**config.mk**
```make
export PLATFORM = sky130hd
export DESIGN_NAME = gps_carr_nco
export DESIGN_NICKNAME = d
export VERILOG_FILES = /design/src/rtl/gps_carr_nco.sv
export SDC_FILE = /design/constraint.sdc
export NUM_CORES = 1
export LEC_CHECK = 0
export CELL_PAD_IN_SITES_DETAIL_PLACEMENT = 0
export CELL_PAD_IN_SITES_GLOBAL_PLACEMENT = 2
export CORE_MARGIN = 4
export CORE_UTILIZATION = 41
export DETAILED_ROUTE_END_ITERATION = 16
export GPL_TIMING_DRIVEN = 0
export PLACE_DENSITY_LB_ADDON = 0.1
export SETUP_SLACK_MARGIN = 0.02
export SYNTH_ARGS = -nofsm -noshare
export SYNTH_HDL_FRONTEND = slang
export SYNTH_SLANG_ARGS = --single-unit
export TNS_END_PERCENT = 100
```
**constraint.sdc**
```tcl
create_clock -name clk -period 9.3 [get_ports clk]
set_input_delay 0.93 -clock clk [delete_from_list [all_inputs] [get_ports clk]]
set_output_delay 0.93 -clock clk [all_outputs]
set_load 0.05 [all_outputs]
```
**src/rtl/gps_carr_nco.sv**
```systemverilog
// Carrier NCO: 32-bit phase accumulator feeding a 4-bit phase index to the sin/cos stage.
// New FCWs are queued in a one-deep slot and applied only at a carrier-cycle boundary.
module gps_carr_nco #(
    parameter int ACC_W = 32,
    parameter int CYC_W = 16
) (
    input  logic             clk,
    input  logic             rst,
    input  logic             start,
    input  logic             stop,
    input  logic [ACC_W-1:0] fcw_in,
    input  logic             fcw_valid,
    output logic             fcw_ready,
    input  logic [3:0]       phase_ofs,
    output logic [3:0]       phase,
    output logic             send_en,
    output logic             wrap,
    output logic [CYC_W-1:0] cycle_cnt,
    output logic             busy
);

    typedef enum logic [1:0] {
        IDLE = 2'd0,
        ARM  = 2'd1,
        RUN  = 2'd2
    } state_e;

    state_e             state_q, state_d;
    logic [ACC_W-1:0]   acc_q, acc_d;
    logic [ACC_W-1:0]   fcw_active_q, fcw_active_d;
    logic [ACC_W-1:0]   pend_q, pend_d;
    logic               pend_valid_q, pend_valid_d;
    logic [3:0]         phase_q, phase_d;
    logic               send_en_q, send_en_d;
    logic               wrap_q, wrap_d;
    logic [CYC_W-1:0]   cycle_cnt_q, cycle_cnt_d;
    logic [ACC_W-1:0]   fcw_eff;
    logic [ACC_W:0]     sum;

    assign fcw_ready = ~pend_valid_q;
    assign phase     = phase_q;
    assign send_en   = send_en_q;
    assign wrap      = wrap_q;
    assign cycle_cnt = cycle_cnt_q;
    assign busy      = (state_q != IDLE);

    // NOTE: every signal gets a hold default first so no path through the case infers a latch.
    always_comb begin
        state_d      = state_q;
        acc_d        = acc_q;
        fcw_active_d = fcw_active_q;
        pend_d       = pend_q;
        pend_valid_d = pend_valid_q;
        phase_d      = phase_q;
        send_en_d    = send_en_q;
        wrap_d       = wrap_q;
        cycle_cnt_d  = cycle_cnt_q;

        // A queued word takes over on the sample following a wrap sample, keeping phase continuous.
        fcw_eff = (state_q == RUN && wrap_q && pend_valid_q) ? pend_q : fcw_active_q;
        sum     = {1'b0, acc_q} + {1'b0, fcw_eff};

        if (fcw_valid && !pend_valid_q) begin
            pend_d       = fcw_in;
            pend_valid_d = 1'b1;
        end

        case (state_q)
            IDLE: begin
                send_en_d = 1'b0;
                wrap_d    = 1'b0;
                if (pend_valid_q) begin
                    fcw_active_d = pend_q;
                    pend_valid_d = 1'b0;
                end
                if (start) begin
                    state_d     = ARM;
                    acc_d       = '0;
                    cycle_cnt_d = '0;
                end
            end
            ARM: begin
                if (stop) begin
                    state_d   = IDLE;
                    send_en_d = 1'b0;
                    wrap_d    = 1'b0;
                end else begin
                    state_d   = RUN;
                    phase_d   = acc_q[ACC_W-1 -: 4] + phase_ofs;
                    send_en_d = 1'b1;
                    wrap_d    = 1'b0;
                    if (pend_valid_q) begin
                        fcw_active_d = pend_q;
                        pend_valid_d = 1'b0;
                    end
                end
            end
            RUN: begin
                if (stop) begin
                    state_d   = IDLE;
                    send_en_d = 1'b0;
                    wrap_d    = 1'b0;
                end else begin
                    acc_d       = sum[ACC_W-1:0];
                    phase_d     = sum[ACC_W-1 -: 4] + phase_ofs;
                    send_en_d   = 1'b1;
                    wrap_d      = sum[ACC_W];
                    cycle_cnt_d = cycle_cnt_q + CYC_W'(sum[ACC_W]);
                    if (wrap_q && pend_valid_q) begin
                        fcw_active_d = pend_q;
                        pend_valid_d = 1'b0;
                    end
                end
            end
            default: begin
                state_d   = IDLE;
                send_en_d = 1'b0;
                wrap_d    = 1'b0;
            end
        endcase
    end

    // NOTE: sequential state uses non-blocking assignments only, so all flops update together.
    always_ff @(posedge clk or negedge rst) begin
        if (!rst) begin
            state_q      <= IDLE;
            acc_q        <= '0;
            fcw_active_q <= '0;
            pend_q       <= '0;
            pend_valid_q <= 1'b0;
            phase_q      <= '0;
            send_en_q    <= 1'b0;
            wrap_q       <= 1'b0;
            cycle_cnt_q  <= '0;
        end else begin
            state_q      <= state_d;
            acc_q        <= acc_d;
            fcw_active_q <= fcw_active_d;
            pend_q       <= pend_d;
            pend_valid_q <= pend_valid_d;
            phase_q      <= phase_d;
            send_en_q    <= send_en_d;
            wrap_q       <= wrap_d;
            cycle_cnt_q  <= cycle_cnt_d;
        end
    end

endmodule

```
==> flow_metrics.py <==
metrics = {
    "clock_tree": {
        "cts_resized": 0,
        "cts-root-buf": "clkbuf_16",
        "clockBufferDepth": 2,
        "clkLatencyLatePin_ns": 0.41,
        "post_cts_buffers": 0,
        "cts_hold_buf": 0,
        "cts_buffers": 17,
        "cts_tree": "done",
        "path_clk_slew_ns": 0.06,
        "cts_sinks": 121,
        "htree_levels": 4,
    },
    "grt": {
        "grtUsageTotal": 0.173,
        "grt_max_degree": 67,
        "antenna_found_initial": 0,
        "grt_pass1_wl_um": 27000,
        "grt.overflow.total": 0,
        "grt_pass1_vias": 5190,
    },
    "logic_synthesis": {
        "synth_ff_type": "dfrtp_1",
        "synth_enable_flop_cells": 0,
        "ys_seq_area_frac": 0.437,
        "async_reset_ff_frac": 1.00,
        "synth_area_sq_mm": 0.00693,
        "ys_types": 53,
        "synth_top_area_frac": 0.437,
        "syn_avg_cell_area_sq_um": 11.0,
        "synth_nets": 720,
        "synth_cells": 633,
        "ys_ff_latch": 121,
        "synthTopCellsByArea": "dfrtp_1 44%, mux2_2 16%, ha_1 7.9%",
        "yosysWarnings": 0,
        "yosysTopAreaCell": "dfrtp_1",
    },
    "layout": {
        "utilization": 0.511,
        "multiInputGateArea_sq_mm": 0.00374,
        "layout-drive-gt1-share": 0.195,
        "seqCellArea_sq_mm": 0.00303,
        "fillerInstances": 1516,
        "diodes": 0,
        "syn_to_final_growth_pct": 22.2,
        "nets": 803,
    },
    "die": {
        "fp.dieH_um": 138,
        "design.die.area_sq_mm": 0.0191,
        "ios": 65,
        "rows": 47,
        "start_util": 0.418,
        "die_w_um": 138,
        "coreArea_sq_mm": 0.0166,
    },
    "place": {
        "dp.final_hpwl_um": 11600,
        "io_buffers": 63,
        "pre_cts_ws_ns": 3.13,
        "place_congestion": 0.802,
    },
    "detailed_routing": {
        "num_vias": 5038,
        "wire_per_inst_um": 16.8,
        "drc": 0,
        "viasPerCell": 5.31,
        "firstDrtPassIters": 4,
        "initialDrtViolationCount": 215,
        "routed_wl_um": 15900,
        "ant_nets": 0,
    },
    "sta": {
        "rsz0062_at_grt": "no",
        "fin_tns_setup_ns": 0,
        "max_clock_freq_mhz": 162,
        "relSlewSlack": 0.317,
        "hold_viol_final": 0,
        "setup_viol": 0,
        "fin_skew_ns": 0.00830,
        "max_slew.worst_pin.slew_ns": 1.02,
        "maxSlewViolCount": 0,
        "hold_ws_ns": 0.464,
        "fin_crit_ns": 6.17,
        "setup_slack_ns": 3.13,
        "finalCritPeriodShare": 0.664,
    },
    "critical_path": {
        "worst-path-buf-inv": 2,
        "crit_path_frequent_cell": "a21oi_1",
        "arrival_ns": 6.46,
        "rr_worst_depth": 25,
        "path_delay_family": "compound AO/OA/AOI/OAI gates",
        "worst-setup-path-type": "register to register",
        "critical_path_cell_count": 25,
        "cp_max_fo": 10,
        "endpoint_kind": "register",
        "cp_slowest_cell": "clkbuf_1",
        "worstPathRequired_ns": 9.59,
        "max_stage_delay_ns": 0.62,
        "startpoint_type": "register",
    },
    "power_and_ir_drop": {
        "cellLeakagePower_nw": 3.80,
        "power_density_mw_per_mm2": 351,
        "total_power_mw": 2.97,
        "ir_drop_mv": 0.174,
    },
    "status": {
        "status": "finished, final reports clean",
    },
    "hold_path": {
        "hold_class": "primary input to asynchronous set/reset pin",
    },
    "run": {
        "drv_cap": 0,
    },
}
## state kept, by name, indices dropped and copies added, names as in the netlist
register	count
acc_q	32
fcw_active_q	32
pend_q	32
cycle_cnt	16
phase	4
state_q	2
pend_valid_q	1
send_en	1
wrap	1
## report_power, final
part / internal, mW / total (mW) / switching, mW
Combinational: 0.659 / 1.43 / 0.775
Clock: 0.446 / 0.676 / 0.230
Sequential: 0.736 / 0.861 / 0.125
Total: 1.84 / 2.97 / 1.13
## final timing paths
path / from / to / slack [ns]
worst max-delay path: state_q[0] / phase[3] / 3.13
worst min register to register: acc_q[0] / acc_q[0] / 0.48
min in group clk: acc_q[0] / acc_q[0] / 0.48
max in group asynchronous: rst / fcw_active_q[15] / 8.11
worst min-delay path: rst / cycle_cnt[8] / 0.46
worst max register to register: state_q[0] / phase[3] / 3.13
## layout make-up
| class | instances | share of cell area |
|---|---|---|
| flip-flops and latches | 121 | 0.357 |
| multi-input cells | 471 | 0.442 |
| well taps | 220 | 0.0325 |
| clock buffers | 23 | 0.0576 |
| clock inverters | 8 | 0.0139 |
| repair buffers | 64 | 0.0778 |
| plain buffers | 25 | 0.0120 |
| inverters | 16 | 0.00709 |
## worst reg2reg max path, cell delays in order, from the launching register on
cell and delay [ns]:
dfrtp_1 0.40, inv_1 0.08, ha_1 0.27, nand3_1 0.31
clkbuf_1 0.62, mux2_2 0.44, ha_1 0.34, a21oi_1 0.27
o21ai_0 0.19, a211oi_1 0.36, nand3_1 0.22, a221oi_2 0.41
o21ai_1 0.13, a21oi_1 0.19, xnor2_1 0.10, mux2_2 0.31
ha_1 0.28, a21o_1 0.15, a21oi_1 0.16, xnor2_1 0.22
xnor2_1 0.17, nor3_1 0.06, a21oi_1 0.12, nor2_1 0.05
a21oi_1 0.12, o21ai_0 0.09
## kinds of logic (layout without fill, tap and decap cells)
| family | Yosys count | after routing | synth area share |
|---|---|---|---|
| adder cells (fa/ha/maj) | 46 | 46 | 0.0852 |
| buffers and inverters | 41 | 136 | 0.0233 |
| multiplexers | 102 | 102 | 0.167 |
| AND/OR/NAND/NOR | 133 | 133 | 0.0897 |
| flip-flops | 121 | 121 | 0.437 |
| AO/OA/AOI/OAI | 144 | 144 | 0.140 |
| XOR/XNOR | 46 | 46 | 0.0581 |
## layout by cell type (no fill, tap or decap), types with 6 or more instances in the layout
cell | synthesis | routed
clkbuf_16 | 0 | 17
o21ai_0 | 27 | 27
nor2_1 | 37 | 37
clkdlybuf4s50_1 | 0 | 62
clkbuf_1 | 15 | 17
nand4_1 | 11 | 11
a22o_1 | 26 | 26
a21o_1 | 13 | 13
inv_1 | 16 | 16
nand3_1 | 17 | 17
dfrtp_1 | 121 | 121
a21oi_1 | 39 | 39
ha_1 | 44 | 44
nand2_1 | 38 | 38
xnor2_1 | 23 | 23
mux2_2 | 99 | 99
nor3_1 | 6 | 6
buf_1 | 9 | 9
xor2_1 | 23 | 23
## Yosys cell counts (13+ instances only)
master and number:
nand3_1 17, ha_1 44, dfrtp_1 121, nand2_1 38
a21oi_1 39, xnor2_1 23, inv_1 16, clkbuf_1 15
a21o_1 13, nor2_1 37, o21ai_0 27, a22o_1 26
mux2_2 99, xor2_1 23
## per-layer routing
metal	vias to the layer above	share of wire	wire (um)	GRT usage
li1	2462	-	-	-
met1	2487	0.48	7580	0.234
met2	78	0.48	7680	0.285
met3	11	0.031	489	0.0383
met4	0	0.0092	147	0.0442
met5	-	0	0	0
## per-stage QoR
step | cell area (sq um) | std cells
floorplan | 6930 | 633
global placement | 7840 | 916
detailed placement | 7870 | 917
CTS | 8470 | 948
global route | 8470 | 948
finish | 8470 | 948
Note: power is estimated with default switching activity, not from simulation.
